==> config.mk <==
export PLATFORM = sky130hd
export DESIGN_NAME = trdb_trace_ctrl_flat
export DESIGN_NICKNAME = d
export VERILOG_FILES = /design/src/rtl/trdb_trace_ctrl_pkg.sv /design/src/rtl/trdb_trace_ctrl_if.sv /design/src/rtl/trdb_trace_ctrl.sv /design/src/flat_wrapper.sv
export SDC_FILE = /design/constraint.sdc
export NUM_CORES = 1
export LEC_CHECK = 0
export CORE_MARGIN = 2
export CORE_UTILIZATION = 47
export DETAILED_ROUTE_END_ITERATION = 12
export MAX_ROUTING_LAYER = met4
export PLACE_DENSITY = 0.71
export SLEW_MARGIN = 20
export SYNTH_ARGS = -nofsm -noshare
export SYNTH_HDL_FRONTEND = slang
export SYNTH_SLANG_ARGS = --single-unit
==> constraint.sdc <==
create_clock -name clk_i -period 2.6 [get_ports clk_i]
set_clock_uncertainty 0.2 [all_clocks]
set_input_delay 0.52 -clock clk_i [delete_from_list [all_inputs] [get_ports clk_i]]
set_output_delay 0.52 -clock clk_i [all_outputs]
set_load 0.1 [all_outputs]
==> src/rtl/trdb_trace_ctrl_pkg.sv <==
// trdb_trace_ctrl_pkg: shared state encoding and defaults for the trace on/off controller
package trdb_trace_ctrl_pkg;

    typedef enum logic [2:0] {IDLE, START, TRACE, STOP, DRAIN} trace_ctrl_state_e;

    localparam int TRDB_CTRL_DRAIN_DEFAULT   = 4;
    localparam int TRDB_CTRL_TIMEOUT_DEFAULT = 64;

    function automatic int max_int(input int a, input int b);
        return (a > b) ? a : b;
    endfunction

endpackage

==> src/rtl/trdb_trace_ctrl_if.sv <==
// trdb_trace_ctrl_if: request/ack bundle between trigger/filter/emitter and the trace controller
interface trdb_trace_ctrl_if;

    logic trace_activated_i;
    logic trace_req_on_i;
    logic trace_req_off_i;
    logic start_pkt_req_o;
    logic start_pkt_ack_i;
    logic stop_pkt_req_o;
    logic stop_pkt_ack_i;
    logic trace_enable_o;
    logic clk_en_o;
    logic busy_o;
    logic timeout_o;

    modport master (
        output trace_activated_i, trace_req_on_i, trace_req_off_i, start_pkt_ack_i, stop_pkt_ack_i,
        input  start_pkt_req_o, stop_pkt_req_o, trace_enable_o, clk_en_o, busy_o, timeout_o
    );

    modport slave (
        input  trace_activated_i, trace_req_on_i, trace_req_off_i, start_pkt_ack_i, stop_pkt_ack_i,
        output start_pkt_req_o, stop_pkt_req_o, trace_enable_o, clk_en_o, busy_o, timeout_o
    );

endinterface

==> src/rtl/trdb_trace_ctrl.sv <==
// trdb_trace_ctrl: Moore FSM sequencing trace start/stop packets, drain and clock-gate enable.
// Optional macro TRDB_CTRL_TIMEOUT_EN adds an ack timeout on START/STOP with a timeout_o pulse.
module trdb_trace_ctrl
    import trdb_trace_ctrl_pkg::*;
#(
    parameter int DRAIN_CYCLES = TRDB_CTRL_DRAIN_DEFAULT,
    parameter int TIMEOUT      = TRDB_CTRL_TIMEOUT_DEFAULT
) (
    input  logic               clk_i,
    input  logic               rst_i,
    trdb_trace_ctrl_if.slave   bus
);

    localparam int CNT_W = $clog2(max_int(DRAIN_CYCLES, TIMEOUT) + 1);
    localparam logic [CNT_W-1:0] DRAIN_LD = CNT_W'(DRAIN_CYCLES - 1);
`ifdef TRDB_CTRL_TIMEOUT_EN
    localparam logic [CNT_W-1:0] ACK_LD = CNT_W'(TIMEOUT - 1);
`else
    localparam logic [CNT_W-1:0] ACK_LD = '0;
`endif

    trace_ctrl_state_e r_state, w_next;
    logic [CNT_W-1:0]  r_cnt, w_cnt;
    logic              r_pend, w_pend;
    logic              r_start, r_stop, r_en, r_clk_en;
    logic              w_off, w_zero;

    assign w_off  = bus.trace_req_off_i | ~bus.trace_activated_i;
    assign w_zero = (r_cnt == '0);

`ifdef TRDB_CTRL_TIMEOUT_EN
    logic r_timeout, w_to;
    assign bus.timeout_o = r_timeout;
`else
    assign bus.timeout_o = 1'b0;
`endif

    // next-state, shared counter and pending-off decode
    always_comb begin
        w_next = r_state;
        w_cnt  = w_zero ? '0 : r_cnt - 1'b1;
        w_pend = r_pend;
`ifdef TRDB_CTRL_TIMEOUT_EN
        w_to   = 1'b0;
`endif
        case (r_state)
            IDLE: if (bus.trace_activated_i & bus.trace_req_on_i & ~bus.trace_req_off_i) begin
                w_next = START;
                w_cnt  = ACK_LD;
                w_pend = 1'b0;
            end
            START: begin
                w_pend = r_pend | w_off;
                if (bus.start_pkt_ack_i) begin
                    w_next = (r_pend | w_off) ? STOP : TRACE;
                    w_cnt  = (r_pend | w_off) ? ACK_LD : w_cnt;
                    w_pend = 1'b0;
                end
`ifdef TRDB_CTRL_TIMEOUT_EN
                else if (w_zero) begin
                    w_next = IDLE;
                    w_pend = 1'b0;
                    w_to   = 1'b1;
                end
`endif
            end
            TRACE: if (w_off) begin
                w_next = STOP;
                w_cnt  = ACK_LD;
            end
            STOP: if (bus.stop_pkt_ack_i) begin
                w_next = DRAIN;
                w_cnt  = DRAIN_LD;
            end
`ifdef TRDB_CTRL_TIMEOUT_EN
            else if (w_zero) begin
                w_next = DRAIN;
                w_cnt  = DRAIN_LD;
                w_to   = 1'b1;
            end
`endif
            DRAIN: if (w_zero) w_next = IDLE;
            default: w_next = IDLE;
        endcase
    end

    // state, counter and outputs registered from the next state
    always_ff @(posedge clk_i or posedge rst_i) begin
        if (rst_i) begin
            r_state  <= IDLE;
            r_cnt    <= '0;
            r_pend   <= 1'b0;
            r_start  <= 1'b0;
            r_stop   <= 1'b0;
            r_en     <= 1'b0;
            r_clk_en <= 1'b0;
        end else begin
            r_state  <= w_next;
            r_cnt    <= w_cnt;
            r_pend   <= w_pend;
            r_start  <= (w_next == START);
            r_stop   <= (w_next == STOP);
            r_en     <= (w_next == TRACE);
            r_clk_en <= (w_next != IDLE);
        end
    end

`ifdef TRDB_CTRL_TIMEOUT_EN
    // one-cycle timeout pulse
    always_ff @(posedge clk_i or posedge rst_i) begin
        if (rst_i) r_timeout <= 1'b0;
        else       r_timeout <= w_to;
    end
`endif

    assign bus.start_pkt_req_o = r_start;
    assign bus.stop_pkt_req_o  = r_stop;
    assign bus.trace_enable_o  = r_en;
    assign bus.clk_en_o        = r_clk_en;
    assign bus.busy_o          = r_clk_en;

endmodule

==> src/flat_wrapper.sv <==
// flat-port wrapper written by rule: the top's interface ports become plain ports
module trdb_trace_ctrl_flat import trdb_trace_ctrl_pkg::*;
#(
    parameter int DRAIN_CYCLES = TRDB_CTRL_DRAIN_DEFAULT,
    parameter int TIMEOUT      = TRDB_CTRL_TIMEOUT_DEFAULT
)
  (clk_i, rst_i, bus_trace_activated_i, bus_trace_req_on_i, bus_trace_req_off_i, bus_start_pkt_ack_i, bus_stop_pkt_ack_i, bus_start_pkt_req_o, bus_stop_pkt_req_o, bus_trace_enable_o, bus_clk_en_o, bus_busy_o, bus_timeout_o);
  trdb_trace_ctrl_if bus_i ();
  input  logic clk_i;
  input  logic rst_i;
  input wire logic [$bits(bus_i.trace_activated_i)-1:0] bus_trace_activated_i;
  input wire logic [$bits(bus_i.trace_req_on_i)-1:0] bus_trace_req_on_i;
  input wire logic [$bits(bus_i.trace_req_off_i)-1:0] bus_trace_req_off_i;
  input wire logic [$bits(bus_i.start_pkt_ack_i)-1:0] bus_start_pkt_ack_i;
  input wire logic [$bits(bus_i.stop_pkt_ack_i)-1:0] bus_stop_pkt_ack_i;
  output wire logic [$bits(bus_i.start_pkt_req_o)-1:0] bus_start_pkt_req_o;
  output wire logic [$bits(bus_i.stop_pkt_req_o)-1:0] bus_stop_pkt_req_o;
  output wire logic [$bits(bus_i.trace_enable_o)-1:0] bus_trace_enable_o;
  output wire logic [$bits(bus_i.clk_en_o)-1:0] bus_clk_en_o;
  output wire logic [$bits(bus_i.busy_o)-1:0] bus_busy_o;
  output wire logic [$bits(bus_i.timeout_o)-1:0] bus_timeout_o;
  assign bus_i.trace_activated_i = bus_trace_activated_i;
  assign bus_i.trace_req_on_i = bus_trace_req_on_i;
  assign bus_i.trace_req_off_i = bus_trace_req_off_i;
  assign bus_i.start_pkt_ack_i = bus_start_pkt_ack_i;
  assign bus_i.stop_pkt_ack_i = bus_stop_pkt_ack_i;
  assign bus_start_pkt_req_o = bus_i.start_pkt_req_o;
  assign bus_stop_pkt_req_o = bus_i.stop_pkt_req_o;
  assign bus_trace_enable_o = bus_i.trace_enable_o;
  assign bus_clk_en_o = bus_i.clk_en_o;
  assign bus_busy_o = bus_i.busy_o;
  assign bus_timeout_o = bus_i.timeout_o;
  trdb_trace_ctrl #(.DRAIN_CYCLES(DRAIN_CYCLES), .TIMEOUT(TIMEOUT)) u_core (.clk_i(clk_i), .rst_i(rst_i), .bus(bus_i));
endmodule
# Word level (Yosys, flattened, before mapping)
# Index checks and enable logic that the tools add are counted.
# word_totals
regBits	15
in_bits	7
out_inout_bits	6
word_cells	44
# classes
n_addsub	1
eq_ne	8
mux	17
n_bitwise	6
n_reduce_logical	5
# ops
op	n
7-bit two-way mux	6
7-bit case mux with 4 select lines	1
3-bit two-way mux	5
3-bit case mux with 5 select lines	1
3-bit by 2-bit == test with 1-bit output, second input constant	4
7-bit logical NOT	1
7-bit by 1-bit subtractor with 7-bit output, second input constant	1
3-bit by 1-bit == test with 1-bit output, second input constant	2
3-bit == test, second input constant	1
3-bit logical NOT	1
1-bit two-way mux	3
3-bit nonzero test	1
1-bit AND	2
2-bit by 1-bit inequality test with 1-bit output, second input constant	1
1-bit NOT	2
1-bit bitwise OR	2
1-bit case mux with 2 select lines	1
2-bit AND reduction	1
2-bit nonzero test	1

# Logic depth before layout (Yosys ltp)
# Gate-level depths: netlist (run 1).
# logic_depth
ltp_word	7
mapped_depth	6
depth_no_buf	5

# Worst setup path after synthesis (run 1)
# OpenSTA, ideal clock, no wires.
# synth_path
kind	register to output
from	register u_core.r_clk_en, in the netlist u_core.bus.busy_o
to	output bus_clk_en_o
t_arrival_ps	1324
required_ps	1880
slack_ps	556
path_stages_with_launch	2
path_buffers	1
path_cell_list	dfrtp_1 -> buf_4
# synth_lines
element	line_no	text
from (decl)	trdb_trace_ctrl.sv:25	logic r_start, r_stop, r_en, r_clk_en;
from (signal assigned)	trdb_trace_ctrl.sv:104	r_clk_en <= (w_next != IDLE);
to (decl)	flat_wrapper.sv:19	output wire logic [$bits(bus_i.clk_en_o)-1:0] bus_clk_en_o;
# No word-level cell between the ends.

# Worst setup path in the final report (run 1)
# layout_path
from	input bus_trace_activated_i
to	register u_core.r_cnt[6]
# layout_between
elab_chain_cells	6
word_cells_on_any_way	10
classes_between	5 x mux; 5 x bitwise
# layout_rtl
element	line_no	text
from (decl)	flat_wrapper.sv:11	input wire logic [$bits(bus_i.trace_activated_i)-1:0] bus_trace_activated_i;
1-bit NOT	trdb_trace_ctrl.sv:28	assign w_off = bus.trace_req_off_i | ~bus.trace_activated_i;
1-bit bitwise OR	trdb_trace_ctrl.sv:28	
1-bit bitwise OR	trdb_trace_ctrl.sv:56	w_cnt = (r_pend | w_off) ? ACK_LD : w_cnt;
7-bit two-way mux	trdb_trace_ctrl.sv:56	
7-bit two-way mux	trdb_trace_ctrl.sv:54	if (bus.start_pkt_ack_i) begin
7-bit case mux with 4 select lines (*)	trdb_trace_ctrl.sv:46	case (r_state)
named net u_core.w_cnt[6]	trdb_trace_ctrl.sv:23	logic [CNT_W-1:0] r_cnt, w_cnt;
to (signal assigned)	trdb_trace_ctrl.sv:99	r_cnt <= w_cnt;
to (decl)	trdb_trace_ctrl.sv:23	
# Mark *: on every way through the listed nets, which the timed path passes. The rest lies on a longest branch.
# A chain may end at the register's enable or synchronous reset.

==> impl_metrics.yaml, run 1 <==
finish:
  seq_area_sq_um: 375
  drive_gt1_frac: 0.158
  antenna_cells: 0
  fin_nets: 105
  syn_to_final_growth_pct: 16.0
  n_fill_cell: 134
  multi_input_area_sq_um: 384
synth:
  synthDistinctLibCells: 33
  yosys.cell_count.top_type: "dfrtp_1"
  syn_nets: 92
  ys_seq_elements: 15
  syn-instance-count: 83
  syn_area_per_cell_sq_um: 9.71
  ys.flop_type: "dfrtp_1"
  synth_area_leaders: "dfrtp_1, nor2_1, a21oi_1"
  ys_warn_count: 0
  ys_async_sr_fraction: 1.00
  synthesis.area_sq_um: 806
  synth_enable_flop_cells: 0
  yosysTopAreaCell: "dfrtp_1"
  netlist.area_leader.share: 0.466
  synthTopCellsByCount: "dfrtp_1, nor2_1, a21oi_1"
  synth_seq_area_share: 0.466
drt:
  vias: 606
  wl_microns: 1450
  drc_errors: 0
  drt_first_pass_iters: 4
  wl_per_cell_microns: 13.0
  first_iter_violations: 10
  ant_nets: 0
  viasPerCell: 5.46
floorplan:
  die_area_sq_um: 2060
  chipHeight_microns: 45.4
  io_pins: 13
  initial_core_util: 0.517
  row_count: 14
  fp.coreArea_sq_um: 1560
  chipWidth_microns: 45.4
clock_network:
  h-tree-depth: 1
  hold_buffers: 0
  cts_resized: 0
  cts_buffers: 3
  cts.path.max_buffers: 2
  clk_pin_slew_ps: 90
  cts_setup_buffers: 0
  clkSinkCount: 15
  clockRootBuffer: "clkbuf_4"
  clk-insertion-delay-late_ps: 270
  cts_tree: "built"
timing:
  finalSetupViolations: 0
  post-route-period-util: 0.842
  finalSetupTns_ps: 0
  holdWs_ps: 368
  slew_viol_final: 0
  rsz0062_at_grt: "no"
  fmax_ghz: 0.457
  worstMarginPinSlew_ps: 549
  finalHoldViolCount: 0
  relSlewSlack: 0.634
  period_needed_ps: 2190
worst_setup_path:
  crit_required_ps: 2570
  r2r-start: "u_core.r_state[0]"
  reg2reg_depth: 5
  crit_path_end_kind: "flip-flop"
  crit_fanout: 5
  critical_path_class: "in2reg"
  worstPathArrival_ps: 2160
  r2r-end: "u_core.r_cnt[6]"
  ff2ff_setup_slack_ps: 600
  crit_path_start_kind: "input port"
grt:
  gr-usage-all-layers: 0.180
  gr-total-overflow: 0
  grt_max_degree: 16
  grt_first_pass_wirelength_microns: 2600
  grt_pass1_vias: 605
  antenna_found_initial: 0
hold_path:
  hold_start: "u_core.r_cnt[5]"
  hold_depth: 2
  hold_class: "reg2reg"
  holdPathEnd: "u_core.r_cnt[5]"
job:
  cap_violations: 0
status:
  outcome: "completed"
placement:
  hpwl_microns: 1080
  place_congestion: 0.812
  placement.io_buffers: 11
==> worst max-delay path by stage <==
stage	start	to	depth (start not counted)
after floorplan	u_core.bus.busy_o	bus_clk_en_o	1
after global placement	bus_trace_activated_i	u_core.r_cnt[6]	6
after detailed placement	bus_trace_activated_i	u_core.r_cnt[2]	6
after CTS	bus_trace_activated_i	u_core.r_cnt[6]	6
after global routing	bus_trace_activated_i	u_core.r_cnt[6]	6
final	bus_trace_activated_i	u_core.r_cnt[6]	6
==> state kept, by name, indices dropped and copies added, names as in the netlist <==
register and flops:
u_core.bus.stop_pkt_req_o 1, u_core.r_pend 1, u_core.bus.busy_o 1, u_core.bus.start_pkt_req_o 1, u_core.bus.trace_enable_o 1, u_core.r_cnt 7, u_core.r_state 3
==> kinds of logic after synthesis <==
logic type / Yosys count / share of synthesized area
AOI/OAI and AO/OA: 15 / 0.132
other: 1 / 0.00465
adders and majority gates: 2 / 0.0311
DFF: 15 / 0.466
buffers and inverters: 10 / 0.0574
xor gates and xnor gates: 5 / 0.0543
and+or+nand+nor: 35 / 0.255
==> area by class of cell <==
cell class,instances,area share
well taps,16,0.0214
repair buffers,12,0.112
inverters,6,0.0241
multi-input cells,58,0.411
flip-flops and latches,15,0.402
clock buffers,3,0.0241
clock inverters,1,0.00535
==> worst max-delay path: stages <==
cell	delay [ps]
clkdlybuf4s50_1	500
nor4bb_1	470
nor2b_1	140
o41ai_2	290
buf_4	180
nor2_1	50
==> layout by cell type (no fill, tap or decap), types with 2 or more instances in the layout <==
cell / netlist / routed
a21oi_1: 7 / 7
buf_4: 2 / 6
clkbuf_4: 0 / 3
clkdlybuf4s50_1: 0 / 6
dfrtp_1: 15 / 15
ha_1: 2 / 2
inv_1: 6 / 6
nand2_1: 6 / 6
nand2b_1: 2 / 2
nor2_1: 10 / 10
nor2b_1: 2 / 2
nor3_1: 3 / 3
nor3b_1: 2 / 2
o211ai_1: 2 / 2
xnor2_1: 4 / 4
==> per-stage QoR <==
step | setup WS, ps | cell area (sq um) | std cells | utilization
after floorplan | 556 | 806 | 83 | -
after global placement | 183 | 907 | 107 | 0.582
after detailed placement | 138 | 907 | 107 | 0.582
after CTS | 428 | 935 | 111 | 0.600
after global routing | 315 | 935 | 111 | 0.600
final | 410 | 935 | 111 | 0.600
==> layer usage <==
metal / up-vias / share of wire / track usage / wire [microns]
met4: 0 / 0.0055 / 0.0529 / 8
met2: 21 / 0.44 / 0.270 / 637
met1: 276 / 0.51 / 0.240 / 737
met5: - / 0 / - / 0
met3: 2 / 0.044 / 0.0476 / 64
li1: 307 / - / - / -
Power of run 1 is left out: the tool's default activity adds up to more than one toggle a clock period on the data nets, which glitch-free logic cannot reach.
==> inputs of run 2 (changes only) <==
--- a/config.mk
+++ b/config.mk
@@ -6,10 +6,10 @@
 export NUM_CORES = 1
 export LEC_CHECK = 0
 export CORE_MARGIN = 2
-export CORE_UTILIZATION = 47
+export CORE_UTILIZATION = 46
 export DETAILED_ROUTE_END_ITERATION = 12
 export MAX_ROUTING_LAYER = met4
-export PLACE_DENSITY = 0.71
+export PLACE_DENSITY = 0.72
 export SLEW_MARGIN = 20
 export SYNTH_ARGS = -nofsm -noshare
 export SYNTH_HDL_FRONTEND = slang
==> constraint.sdc (replaced) <==
create_clock -name clk_i -period 1.88 [get_ports clk_i]
set_clock_uncertainty 0.2 [all_clocks]
set_input_delay 0.376 -clock clk_i [delete_from_list [all_inputs] [get_ports clk_i]]
set_output_delay 0.376 -clock clk_i [all_outputs]
set_load 0.1 [all_outputs]
==> run 2 against run 1 <==
Effect of this change:
- first-iteration DRC count is 60% lower
- the flow now finishes with violations (setup timing)
- hold slack worse by 250 ps
- sequential share of layout area is 6.8 points lower
- register-to-register slack worse by 640 ps
- routed wire length is 7.9% higher
- count of clock-buffer cells in the layout stayed put
- via count is 12% higher
- sequential cell count stayed put
- design area is 21% higher
- global-route usage is 0.12 points lower
==> impl_metrics.yaml, run 2 (synthesis results as in run 1) <==
finish:
  reg.largest.list: "u_core.r_cnt x7, u_core.r_state x3"
  fin_nets: 121
  syn_to_final_growth_pct: 40.2
  final_cell_mix: "buf_4, dfrtp_1, nor2_1"
  antenna_cells: 0
  largest_reg_flops: 7
  final_cell_area_sq_um: 1130
  regMostFlops: "u_core.r_cnt"
  fin_util: 0.669
  drive_gt1_frac: 0.297
  layout_commonest_cell: "buf_4"
grt:
  grt_max_degree: 10
  gr-usage-all-layers: 0.179
  gr-total-overflow: 0
  grt_pass1_vias: 636
  grt_first_pass_wirelength_microns: 2550
  antenna_found_initial: 0
floorplan:
  chipWidth_microns: 45.9
  fp.coreArea_sq_um: 1690
  io_pins: 13
  initial_core_util: 0.477
  die_area_sq_um: 2100
  chipHeight_microns: 45.9
  row_count: 15
pwr:
  power.leakage_nw: 0.530
  p_per_area_nw_per_um2: 1890
  vdd_drop_max_mv: 1.33
drt:
  viasPerCell: 5.30
  wl_microns: 1560
  drt_first_pass_iters: 3
  drc_errors: 0
  vias: 678
  wl_per_cell_microns: 12.2
  ant_nets: 0
  first_iter_violations: 4
timing:
  worst_slack_ps: -42.8
  finalHoldViolCount: 0
  period_needed_ps: 1920
  rsz0062_at_grt: "yes"
  finalSetupViolations: 5
  finalSetupTns_ps: -185
  slew_viol_final: 0
  post-route-period-util: 1.02
  fmax_ghz: 0.520
placement:
  postPlaceCellArea_sq_um: 1090
  place_congestion: 0.827
  hpwl_microns: 1300
  placement.io_buffers: 11
clock_network:
  clk-insertion-delay-late_ps: 280
  cts_tree: "built"
  cts.path.max_buffers: 2
  h-tree-depth: 1
  cts_buffers: 3
  clockRootBuffer: "clkbuf_4"
  clk_pin_slew_ps: 90
  clkSinkCount: 15
  hold_buffers: 0
worst_setup_path:
  path_buf_inv: 1
  crit_fanout: 5
  cp_top_family: "simple AND/OR/NAND/NOR gates"
  worstPathArrival_ps: 1890
  slowest_delay_ps: 540
  crit_path_start_kind: "flip-flop"
  slowest_stage: "or4b_4"
  crit_required_ps: 1850
  crit_path_end_kind: "flip-flop"
  path_cells: "or3_4 -> or4b_4 -> o41ai_2 -> buf_4 -> nor2_1"
  critical_path_class: "reg2reg"
job:
  cap_violations: 0
status:
  outcome: "finished with violations"
  violations: "setup timing"
hold_path:
  hold_class: "in2async"
-- run 2: cell count changes in the layout (fill, tap and decap cells not counted), sizes merged --
| cell | delta |
|---|---|
| buf | +16 |
-- run 2: path summary, 6_finish.rpt --
| path | cells after the start | from | endpoint | slack [ps] |
|---|---|---|---|---|
| max in group asynchronous | 3 | rst_i | u_core.r_pend | 940 |
| setup / recovery | 5 | u_core.r_cnt[4] | u_core.r_cnt[6] | -40 |
| setup reg to reg | 5 | u_core.r_cnt[4] | u_core.r_cnt[6] | -40 |
| hold / removal | 2 | rst_i | u_core.r_state[2] | 120 |
| hold reg to reg | 2 | u_core.r_cnt[6] | u_core.r_cnt[6] | 400 |
| min in group clk_i | 2 | u_core.r_cnt[6] | u_core.r_cnt[6] | 400 |
-- run 2: power breakdown --
part	leakage [nW]	total (mW)	switching [mW]	internal (mW)
Clock	0.0177	0.179	0.0998	0.0790
Combinational	0.321	1.37	0.731	0.639
Sequential	0.191	0.588	0.131	0.457
-- run 2: area by class of cell --
cell class	count	area, sq um
Sequential cell	15	377
Timing Repair Buffer	28	288
Clock inverter	1	5.00
Multi-Input combinational cell	58	394
Fill cell	141	559
Inverter	6	22.5
Tap cell	17	21.3
Clock buffer	3	22.5
-- run 2: layer usage --
metal / track usage / up-vias / wire [microns] / part of all wire
met2: 0.311 / 12 / 812 / 0.52
met3: 0.0476 / 4 / 47 / 0.030
met4: 0.0686 / 0 / 27 / 0.017
li1: - / 343 / - / -
met5: - / - / 0 / 0
met1: 0.192 / 319 / 674 / 0.43
-- run 2: per-stage QoR --
step	power, mW	hold slack [ps]	setup slack [ps]	instances
6_report	2.14	120	-42.8	128
5_1_grt	2.28	157	-98.0	128
4_1_cts	2.15	132	-53.6	128
3_5_place_dp	1.96	378	-328	124
3_3_place_gp	1.93	361	-249	124
2_1_floorplan	1.47	77.4	72.1	83
-- run 2: timing repair --
item / CTS / global route
pin swaps: 1 / 0
resized for setup: 1 / 1
setup buffers: 0 / 0
setup endpoints to repair: 6 / 10
No activity file was read; power rests on OpenSTA's default activity.
